`src/rtl/fft_twiddle_sequencer.sv`:
```
// fft_twiddle_sequencer: walks a radix-2 DIT schedule (LOG2N stages x N/2 butterflies) and presents
// per-butterfly twiddle, data addresses and a valid/ready beat to the butterfly datapath.
`default_nettype none

module fft_twiddle_sequencer #(
    parameter int N     = 32,
    parameter int WIDTH = 16,
    parameter int LOG2N = 5
) (
    input  logic                      clk,
    input  logic                      rst_n,
    input  logic                      start,
    input  logic                      inverse,
    input  logic [(N/2)*WIDTH-1:0]    tw_real_bus,
    input  logic [(N/2)*WIDTH-1:0]    tw_img_bus,
    input  logic                      out_ready,
    output logic                      out_valid,
    output logic [WIDTH-1:0]          tw_real,
    output logic [WIDTH-1:0]          tw_img,
    output logic [LOG2N-2:0]          tw_index,
    output logic [LOG2N-1:0]          addr_top,
    output logic [LOG2N-1:0]          addr_bot,
    output logic [2:0]                stage,
    output logic                      last,
    output logic                      busy,
    output logic                      done
);

    typedef enum logic [1:0] {
        ST_IDLE = 2'd0,
        ST_RUN  = 2'd1,
        ST_DONE = 2'd2
    } state_t;

    localparam logic [WIDTH-1:0] MOST_NEG = {1'b1, {(WIDTH-1){1'b0}}};
    localparam logic [WIDTH-1:0] MOST_POS = {1'b0, {(WIDTH-1){1'b1}}};

    state_t           state, state_n;
    logic [2:0]       s_q, s_n;
    logic [LOG2N-2:0] b_q, b_n;
    logic             inv_q, inv_n;
    logic             load, finish;

    logic [LOG2N-1:0] mask, b_ext, low, k_full, top_n, bot_n;
    logic [LOG2N-2:0] k_n;
    logic [WIDTH-1:0] re_sel, im_sel, im_neg, im_n;
    logic             last_n;

    always_ff @(posedge clk or negedge rst_n) begin
        if (!rst_n) state <= ST_IDLE;
        else        state <= state_n;
    end

    always_comb begin
        state_n = state;
        load    = 1'b0;
        finish  = 1'b0;
        s_n     = s_q;
        b_n     = b_q;
        inv_n   = inv_q;
        case (state)
            ST_IDLE: begin
                if (start) begin
                    state_n = ST_RUN;
                    load    = 1'b1;
                    s_n     = 3'd0;
                    b_n     = '0;
                    inv_n   = inverse;
                end
            end
            ST_RUN: begin
                if (out_valid && out_ready) begin
                    if (last) begin
                        state_n = ST_DONE;
                        finish  = 1'b1;
                    end else begin
                        load = 1'b1;
                        if (b_q == '1) begin
                            b_n = '0;
                            s_n = s_q + 3'd1;
                        end else begin
                            b_n = b_q + 1'b1;
                        end
                    end
                end
            end
            ST_DONE: state_n = ST_IDLE;
            default: state_n = ST_IDLE;
        endcase
    end

    // Index/address generation for the beat about to be loaded (half = 2^s).
    always_comb begin
        mask   = (LOG2N'(1) << s_n) - LOG2N'(1);
        b_ext  = {1'b0, b_n};
        low    = b_ext & mask;
        top_n  = ((b_ext >> s_n) << (s_n + 3'd1)) | low;
        bot_n  = top_n + (LOG2N'(1) << s_n);
        k_full = low << (3'(LOG2N - 1) - s_n);
        k_n    = k_full[LOG2N-2:0];
        last_n = (s_n == 3'(LOG2N - 1)) && (b_n == '1);
    end

    // Entry k sits at slice N/2-1-k, i.e. ~k, so k=0 lands in the MSBs.
    always_comb begin
        re_sel = tw_real_bus[int'(~k_n)*WIDTH +: WIDTH];
        im_sel = tw_img_bus[int'(~k_n)*WIDTH +: WIDTH];
        im_neg = (im_sel == MOST_NEG) ? MOST_POS : (~im_sel + 1'b1);
        im_n   = inv_n ? im_neg : im_sel;
    end

    always_ff @(posedge clk or negedge rst_n) begin
        if (!rst_n) begin
            s_q       <= '0;
            b_q       <= '0;
            inv_q     <= 1'b0;
            out_valid <= 1'b0;
            tw_real   <= '0;
            tw_img    <= '0;
            tw_index  <= '0;
            addr_top  <= '0;
            addr_bot  <= '0;
            last      <= 1'b0;
        end else if (load) begin
            s_q       <= s_n;
            b_q       <= b_n;
            inv_q     <= inv_n;
            out_valid <= 1'b1;
            tw_real   <= re_sel;
            tw_img    <= im_n;
            tw_index  <= k_n;
            addr_top  <= top_n;
            addr_bot  <= bot_n;
            last      <= last_n;
        end else if (finish) begin
            out_valid <= 1'b0;
            last      <= 1'b0;
        end
    end

    assign stage = s_q;
    assign busy  = (state != ST_IDLE);
    assign done  = (state == ST_DONE);

endmodule

`default_nettype wire
```
`config.mk`:
```
export PLATFORM = sky130hd
export DESIGN_NAME = fft_twiddle_sequencer
export DESIGN_NICKNAME = d
export VERILOG_FILES = /design/src/rtl/fft_twiddle_sequencer.sv
export SDC_FILE = /design/constraint.sdc
export NUM_CORES = 1
export LEC_CHECK = 0
export ABC_AREA = 1
export CELL_PAD_IN_SITES_DETAIL_PLACEMENT = 1
export CELL_PAD_IN_SITES_GLOBAL_PLACEMENT = 2
export CORE_AREA = 3 3 218 220
export DETAILED_ROUTE_END_ITERATION = 16
export DIE_AREA = 0 0 221 223
export PLACE_DENSITY_LB_ADDON = 0.15
export SLEW_MARGIN = 20
export SYNTH_ARGS = -nofsm -noshare
export SYNTH_HDL_FRONTEND = slang
export SYNTH_SLANG_ARGS = --single-unit
export TNS_END_PERCENT = 30
```
`constraint.sdc`:
```
create_clock -name clk -period 9.81 [get_ports clk]
set_input_delay 1.962 -clock clk [delete_from_list [all_inputs] [get_ports clk]]
set_output_delay 1.962 -clock clk [all_outputs]
set_load 0.005 [all_outputs]
```
==> results of run 1 <==
worst paths after layout:
kind	endpoint	cells after the start	slack [ns]	startpoint
setup / recovery	addr_bot[4]$_DFFE_PN0P_	21	4.30	out_ready
hold / removal	addr_bot[4]$_DFFE_PN0P_	2	0.50	addr_bot[4]$_DFFE_PN0P_
setup reg to reg	addr_bot[4]$_DFFE_PN0P_	20	5.94	b_q[0]$_DFFE_PN0P_
hold reg to reg	addr_bot[4]$_DFFE_PN0P_	2	0.50	addr_bot[4]$_DFFE_PN0P_
max in group asynchronous	tw_index[1]$_DFFE_PN0P_	2	7.39	rst_n
min in group asynchronous	stage[2]$_DFFE_PN0P_	2	2.09	rst_n
metrics by stage:
stage | cells | hold WS (ns) | util [%] | setup WS, ns
after global routing | 915 | 0.536 | 6.75 | 3.82
after CTS | 915 | 0.509 | 6.75 | 4.15
after global placement | 911 | 0.481 | 6.55 | 3.83
after floorplan | 318 | 0.450 | - | 5.20
final | 915 | 0.498 | 6.75 | 4.30
after detailed placement | 911 | 0.467 | 6.55 | 3.86
metal layers:
layer | part of all wire, % | up-vias | global-route usage, %
li1 | - | 907 | -
met1 | 48 | 896 | 4.72
met2 | 46 | 36 | 5.61
met3 | 4.8 | 2 | 0.882
met4 | 0.88 | 0 | 0.686
met5 | 0 | - | 0
sequential cells by signal (all words and copies together) (netlist names):
register,count
state,2
addr_top,5
b_q,4
out_valid,1
last,1
stage,3
tw_img,1
addr_bot,5
tw_index,4
area by class of cell:
class	count	area, µm²
tap	600	751
timing repair buffer	28	275
inverter	36	136
sequential	26	651
multi-input combinational	221	1170
fill	5498	42400
clock buffer	4	88.8
worst max-delay path: cells and delay by family:
| kind | cells | cell delay (ns) |
|---|---|---|
| xor+xnor | 2 | 0.34 |
| buf+inv | 3 | 0.66 |
| simple gates | 12 | 1.55 |
| fa+ha+maj | 4 | 1.14 |
synth_stat cells, drive strengths merged:
| cell | count | area share [%] |
|---|---|---|
| nand2 | 91 | 18 |
| buf | 35 | 13 |
| inv | 34 | 6.1 |
| nand3 | 32 | 8.1 |
| dfrtp | 26 | 31 |
| nor2 | 19 | 4.5 |
| ha | 14 | 8.3 |
| o21ai | 10 | 2.6 |
| nand4 | 5 | 1.5 |
| a21oi | 3 | 0.71 |
| a31oi | 2 | 0.59 |
| clkinv | 2 | 0.42 |
| or2 | 2 | 0.59 |
| xnor2 | 2 | 0.83 |
| xor2 | 2 | 0.83 |
| a32o | 1 | 0.47 |
| conb | 1 | 0.18 |
| fa | 1 | 0.95 |
| nor3 | 1 | 0.24 |
| nor4 | 1 | 0.30 |
| o211ai | 1 | 0.36 |
| o221ai | 1 | 0.42 |
| o22ai | 1 | 0.30 |
| o31ai | 1 | 0.59 |
report_power, final:
| part | internal [mW] | switching (mW) | leakage [nW] |
|---|---|---|---|
| clock network | 0.0629 | 0.0476 | 0.0442 |
| logic | 0.339 | 0.604 | 0.920 |
| registers | 0.161 | 0.0413 | 0.318 |
placed cells by master, fill, tap and decap left out, types with 5 or more instances in the layout:
master | synthesis | final
ha_1 | 14 | 14
nand4_1 | 5 | 5
inv_2 | 7 | 7
conb_1 | 1 | 31
nand3_1 | 30 | 30
inv_1 | 27 | 27
dfrtp_1 | 26 | 26
nand2_1 | 82 | 82
nor2_1 | 14 | 14
clkdlybuf4s50_1 | 0 | 26
o21ai_0 | 6 | 6
nand2_2 | 7 | 7
cells by family after synthesis:
kind of cell               share of synthesized area (%)
xor gates and xnor gates                            1.66
DFF                                                 30.9
adders and majority gates                           9.26
AOI/OAI and AO/OA                                   5.99
buffers and inverters                               19.2
other                                              0.178
and+or+nand+nor                                     32.9
==> qor.txt, run 1 <==
Status - finished, final reports clean
Peak Freq - 0.181 GHz
Worst Max-Slew Pin Slew - 0.563 ns
# clock sinks - 26
Die area - 0.0493 mm²
Post-route cell area - 0.00307 mm²
Startpoint Class - primary input
Synth cell types - 35
TritonCTS buffer count - 3
Worst-path clk slew - 0.08 ns
Critical Path Max Stage Delay - 0.51 ns
Root Buffer - clkbuf_16
Clk_lat worst skew - 0.28 ns
DR DRC count - 0
Layout area overhead - 45.5%
TNS Setup - 0 ns
CTS tree - yes
Slew Limit Fails - 0
Fin nets - 848
Global route overflow - 0
Row cnt - 78
I/O pin count - 570
Placed Area - 0.00298 mm²
Syn Inst Count - 288
Via/cell ratio - 2.01
Peak VDD IR - 0.0000861 V
CTS H-tree lvls - 1
Vias in the first global route - 2,026
Initial antenna violation count - 0
MaxCap Viol Count - 0
Setup CP Type - primary input to register
Resized cells post-CTS - 0
Setup-failing EPs final - 0
First-pass GRT wire length - 13,200 µm
Detailed Route WL - 8600 µm
Drt pass-1 iters - 4
Routability congestion estimate - 0.661
Power per cell area - 409 mW/mm²
Yosys reg bits - 26
# port buffers - 26
Power Total - 1.26 mW
GRT Overall Usage - 3.48%
Ys Warns - 0
Initial drt markers - 50
Layout cells sized above 1 - 10.2%
DIE HEIGHT - 223 µm
Routed WL per cell - 9.39 µm
CP required - 9.98 ns
Crit path max fanout - 14
Clk buf depth - 2
Final Hold Fails - 0
Vias - 1,841
RSZ-0062 raised after global routing - false
Post-route clock skew - 0.00728 ns
Die X-Extent - 221 µm
Register area share after synthesis - 30.9%
Post-DP HPWL - 7000 µm
Initial core utilization - 4.64%
Largest net degree at the start of global routing - 27
Hold crit path type - register to register
Pleak - 1.28 nW
CP max-delay cell - clkdlybuf4s50_1
Post-CTS Setup Bufs - 0
Crit path arrival time - 5.69 ns
Final Cycle Share - 56.2%
Synth Area per Inst - 7.32 µm²
Syn Std Cell Area - 0.00211 mm²
N_diodes - 0
CTS Hold Bufs - 0
Final worst path period need - 5.51 ns
Endpoint class of the critical path - register
Max_slew headroom - 62.4%
Antenna-violating nets left - 0
Core Footprint - 0.0455 mm²
Crit-path cells - clkdlybuf4s50_1 > nand2_1 > nor2_4 > nand3_1 > nand2_1 > nand2_2 > ha_1 > ha_1 > inv_1 > ha_1 > xor2_1 > or2_1 > nand3_1 > ha_1 > nand3_1 > nand2_1 > xor2_1 > inv_1 > nand4_1 > nand3_1 > nand2_1
Power figures use the tool's default switching activity.
==> run 2, diff against run 1 <==
- clock period: 9.81 -> 5.05 ns (I/O delays scaled with it)
==> qor.txt, run 2 (synthesis results as in run 1) <==
Status - finished, final reports clean
CP max-delay cell - clkdlybuf4s50_1
Vias in the first global route - 2,027 (+0.049%)
Die area - 0.0493 mm² (unchanged)
WHS Endpoint - addr_top[3]$_DFFE_PN0P_
Slew Limit Fails - 0 (unchanged)
Post-route cell area - 0.00312 mm² (+1.7%)
Die X-Extent - 221 µm (unchanged)
Initial core utilization - 4.64% (unchanged)
Crit path top cell by count - nand2_1
Clk buf depth - 2 (unchanged)
Peak VDD IR - 0.000139 V (+62%)
Via/cell ratio - 2.04 (+1.2%)
Final Hold Fails - 0 (unchanged)
# clock sinks - 26 (unchanged)
Area of the multi-input gates - 0.00117 mm² (unchanged)
DIE HEIGHT - 223 µm (unchanged)
Commonest non-fill, non-tap cell in the layout - nand2_1
Core Footprint - 0.0455 mm² (unchanged)
Cell-internal power - 1.14 mW (+100%)
First-pass GRT wire length - 13,200 µm (about the same)
Fin nets - 855 (+0.83%)
Switch share - 54.0% (-1.1 points)
Min-delay src - addr_top[3]$_DFFE_PN0P_
Routed wl met2 - 3850 µm (-2.4%)
Post-route clock skew - 0.00442 ns (-0.00286 ns)
Detailed Route WL - 8640 µm (+0.51%)
NetSw - 1.35 mW (+94%)
Root Buffer - clkbuf_16
Top Registers - addr_bot: 5 flops, addr_top: 5 flops
Final Cycle Share - 88.4%
Power Total - 2.49 mW (+98%)
CTS H-tree lvls - 1 (unchanged)
Power per cell area - 798 mW/mm² (+95%)
Initial antenna violation count - 0 (unchanged)
CTS Hold Bufs - 0 (unchanged)
# port buffers - 26 (unchanged)
Worst path depth - 23 (+9.5%)
Post-CTS Setup Bufs - 0 (unchanged)
TritonCTS buffer count - 3 (unchanged)
CP required - 5.22 ns (-4.76 ns)
Global route overflow - 0 (unchanged)
WP buf/inv - 4 (+1)
N_diodes - 0 (unchanged)
Row cnt - 78 (unchanged)
Clk_lat worst skew - 0.27 ns (about the same)
CTS tree - yes
Final Util - 6.86% (+0.12 points)
Drt pass-1 iters - 4 (unchanged)
DR DRC count - 0 (unchanged)
GRT Overall Usage - 3.49% (+0.012 points)
Antenna-violating nets left - 0 (unchanged)
Worst R2R Path Depth - 23 (+15%)
Commonest non-fill, non-tap cells in the layout - nand2_1, conb_1, nand3_1
Crit path arrival time - 4.63 ns (-1.06 ns)
Max layer used - met4
Internal reg-to-reg setup slack - 1.32 ns (-4.62 ns)
Layout area overhead - 48.0%
Setup-failing EPs final - 0 (unchanged)
Post-DP HPWL - 7190 µm (+2.8%)
Worst hold stages - 2 (unchanged)
Routability congestion estimate - 0.658 (-0.36%)
MaxCap Viol Count - 0 (unchanged)
Layout cells sized above 1 - 12.1% (+2.0 points)
Hold crit path type - register to register
Largest net degree at the start of global routing - 27 (unchanged)
RR Startpoint - b_q[0]$_DFFE_PN0P_
Routed WL per cell - 9.37 µm (-0.25%)
Endpoint class of the critical path - register
Seq. cell area - 651 µm² (unchanged)
Crit path max fanout - 7 (-7)
Setup CP Type - primary input to register
Wl on met1 - 4360 µm (+4.8%)
Initial drt markers - 79 (+58%)
TNS Setup - 0 ns (unchanged)
Critical Path Max Stage Delay - 0.50 ns (about the same)
CP top delay family - simple AND/OR/NAND/NOR gates
I/O pin count - 570 (unchanged)
DR WL met3 - 351 µm (-14%)
Vias - 1,877 (+2.0%)
Clk pwr share - 8.5% (-0.3 points)
Filler cell count - 5,536 (+0.69%)
Startpoint Class - primary input
Crit-path cells - clkdlybuf4s50_1 > nand2_1 > nor2_4 > nand2_1 > nand2_1 > nand3_2 > nand2_4 > inv_2 > ha_1 > ha_1 > inv_1 > ha_1 > xor2_1 > or2_1 > nand3_1 > ha_1 > nand3_1 > nand2_1 > xor2_1 > inv_1 > nand4_1 > nand3_1 > nand2_1
Sequential Power Share - 15.9% (-0.2 points)
Pleak - 1.32 nW (+2.6%)
Worst r2r dst - addr_bot[4]$_DFFE_PN0P_
Gate power share - 75.6% (+0.5 points)
RSZ-0062 raised after global routing - false
Peak Freq - 0.224 GHz
Final worst path period need - 4.46 ns
Resized cells post-CTS - 0 (unchanged)
Worst-path clk slew - 0.08 ns (about the same)
Placed Area - 0.00303 mm² (+1.8%)
## run 2: through the flow
step | std cells | hold WS, ns | setup WS [ns]
2_1_floorplan | 318 | 0.450 | 1.39
3_3_place_gp | 918 | 0.479 | 0.174
3_5_place_dp | 918 | 0.470 | 0.234
4_1_cts | 922 | 0.498 | 0.528
5_1_grt | 922 | 0.518 | 0.228
6_report | 922 | 0.490 | 0.588
## run 2: final cells by class
cell class                      instances  area share [%]
Timing Repair Buffer                   35            10.5
Inverter                               36            4.37
Multi-Input combinational cell        221            37.4
Sequential cell                        26            20.9
Tap cell                              600            24.1
Clock buffer                            4            2.85
## run 2: power groups by stage
stage	Sequential (mW)	Combinational (mW)	Clock, mW
floorplan	0.381	1.24	0
global placement	0.405	1.98	0
detailed placement	0.404	1.96	0
CTS	0.402	1.98	0.232
global route	0.414	2.20	0.239
finish	0.396	1.88	0.212
## run 2: worst reg2reg max path, cell delays in order (launching register included)
cell	delay, ns
dfrtp_1	0.38
ha_1	0.24
nand2_1	0.11
nor2_4	0.16
nand2_1	0.09
nand2_1	0.08
nand3_2	0.09
nand2_4	0.16
inv_2	0.09
ha_1	0.24
ha_1	0.22
inv_1	0.09
ha_1	0.16
xor2_1	0.18
or2_1	0.18
nand3_1	0.14
ha_1	0.36
nand3_1	0.10
nand2_1	0.08
xor2_1	0.16
inv_1	0.06
nand4_1	0.10
nand3_1	0.11
nand2_1	0.05
## run 2: how the worst max path moves through the flow
stage | start | to | slack [ns]
3_5_place_dp | out_ready | addr_bot[4]$_DFFE_PN0P_ | 0.23
2_1_floorplan | out_ready | addr_bot[4]$_DFFE_PN0P_ | 1.39
6_report | out_ready | addr_bot[4]$_DFFE_PN0P_ | 0.59
3_3_place_gp | out_ready | addr_bot[4]$_DFFE_PN0P_ | 0.17
5_1_grt | out_ready | addr_bot[4]$_DFFE_PN0P_ | 0.23
4_1_cts | out_ready | addr_bot[4]$_DFFE_PN0P_ | 0.53
## run 2: metal layers
metal | track usage [%] | vias to the layer above
met2 | 5.60 | 38
met1 | 4.74 | 915
met3 | 0.908 | 2
met5 | 0 | -
met4 | 0.686 | 0
li1 | - | 922
==> RTL change (settings of run 1) <==
Reset style: synchronous (`rst_n`), changed in 2 clocked blocks.
--- a/src/rtl/fft_twiddle_sequencer.sv
+++ b/src/rtl/fft_twiddle_sequencer.sv
@@ -46,7 +46,7 @@
     logic [WIDTH-1:0] re_sel, im_sel, im_neg, im_n;
     logic             last_n;
 
-    always_ff @(posedge clk or negedge rst_n) begin
+    always_ff @(posedge clk) begin
         if (!rst_n) state <= ST_IDLE;
         else        state <= state_n;
     end
@@ -109,7 +109,7 @@
         im_n   = inv_n ? im_neg : im_sel;
     end
 
-    always_ff @(posedge clk or negedge rst_n) begin
+    always_ff @(posedge clk) begin
         if (!rst_n) begin
             s_q       <= '0;
             b_q       <= '0;
Function: differs if rst_n is asserted again (counterexample within 4 cycles, from zero or initial values and one cycle with rst_n low); with rst_n held inactive, the same outputs for 10 cycles.
==> RTL change against run 1 <==
- via count fell by 0.54%
- sequential cell count unchanged
- global-route usage fell by 0.12 points
- final area increased by 2.4%
- synthesized cell count rose by 3.5%
- setup slack worse by 32 ps
- area after synthesis is 4.3% higher
- critical path type unchanged
- wire length decreased by 5.6%
- hold slack lost 19 ps
- clock skew is essentially flat
Power is left out: it rests on default switching activity, and per cell area and clock period it moved more than threefold.
==> RTL change: results (changes against run 1) <==
status complete, no violations (unchanged); router iterations before antenna repair 3 (was 4); worst reg2reg path depth 21 (was 20); crit path capture addr_bot[4]$_SDFFE_PN0P_ (was addr_bot[4]$_DFFE_PN0P_); vias 1831 (was 1841); CTS root buffer clkbuf_16 (unchanged); Final HPWL DP 6.83 mm (was 7.00 mm); min-delay src tw_index[2]$_SDFFE_PN0P_ (was addr_bot[4]$_DFFE_PN0P_); Max stage delay on crit path 530 ps (was 510 ps); Post-synth ARST share 0% (was 100%); measured slew at the worst slew-check pin 624 ps (was 563 ps); top post-synthesis cells by area dfxtp_1 24%, buf_4 11%, nand2_1 8.4%, ha_1 8.0%, inv_1 6.0% (was dfrtp_1 31%, nand2_1 15%, buf_4 11%, ha_1 8.3%, nand3_1 7.1%); per-cell routed wire length 8.82 µm (was 9.39 µm); global-route wire length before repair 12.8 mm (was 13.2 mm); WL met3 380 µm (was 409 µm); sequential area share after synthesis 23.7% (was 30.9%); Worst Path Arrival 5730 ps (was 5690 ps); layout cell share with drive strength beyond 1 15.0% (was 10.2%); post-synthesis cell type count 44 (was 35); global routing usage on met3 1.25% (was 0.882%); Post-synth top flop dfxtp_1 (was dfrtp_1); DRT met1 WL 4.30 mm (was 4.16 mm); vias in the first global route 2081 (was 2026); metal2 WL 3.44 mm (was 3.95 mm); reg-to-reg critical path startpoint b_q[0]$_SDFFE_PN0P_ (was b_q[0]$_DFFE_PN0P_); most frequent cells after synthesis 49 x nand2_1, 35 x inv_1, 32 x buf_4, 26 x dfxtp_1, 24 x nand3_1 (was 82 x nand2_1, 32 x buf_4, 30 x nand3_1, 27 x inv_1, 26 x dfrtp_1); M1 GR Usage 4.77% (was 4.72%); largest net degree at the start of global routing 17 (was 27); yosys warns 0 (unchanged); Worst Skew 7.76 ps (was 7.28 ps); CP Max Fanout 13 (was 14); Iteration-0 DRC Markers 62 (was 50); FF-to-FF setup slack 5760 ps (was 5940 ps); hold endpoint tw_index[2]$_SDFFE_PN0P_ (was addr_bot[4]$_DFFE_PN0P_); gpl congestion 0.628 (was 0.661); Top Metal Used met3 (was met4); worst hold path type reg2reg (unchanged); GR Layer Usage met2 5.13% (was 5.61%)
[RTL change: stage by stage]
stage	hold WS [ps]	util [%]	instances	worst slack, ps	area [µm²]
floorplan	455	-	328	5190	2310
global placement	475	6.68	916	3800	3040
detailed placement	471	6.68	916	3880	3040
CTS	486	6.91	920	4180	3140
global route	512	6.91	920	3870	3140
finish	480	6.91	920	4260	3140
[RTL change: cells by family (layout without fill, tap and decap cells)]
kind of cell / after synthesis / count (layout) / synth area share (%)
XOR/XNOR: 4 / 4 / 1.59
buffers and inverters: 81 / 73 / 20.6
AND/OR/NAND/NOR: 128 / 128 / 31.6
flip-flops: 26 / 26 / 23.7
other: 1 / 31 / 0.170
AO/OA/AOI/OAI: 43 / 43 / 13.4
adder cells (fa/ha/maj): 15 / 15 / 8.87
[RTL change: cell type report]
cell class	instances	share of cell area (%)
inverter	42	5.10
clock inverter	1	0.956
sequential	26	16.6
multi-input combinational	221	42.6
clock buffer	3	2.39
timing repair buffer	27	8.52
tap	600	23.9
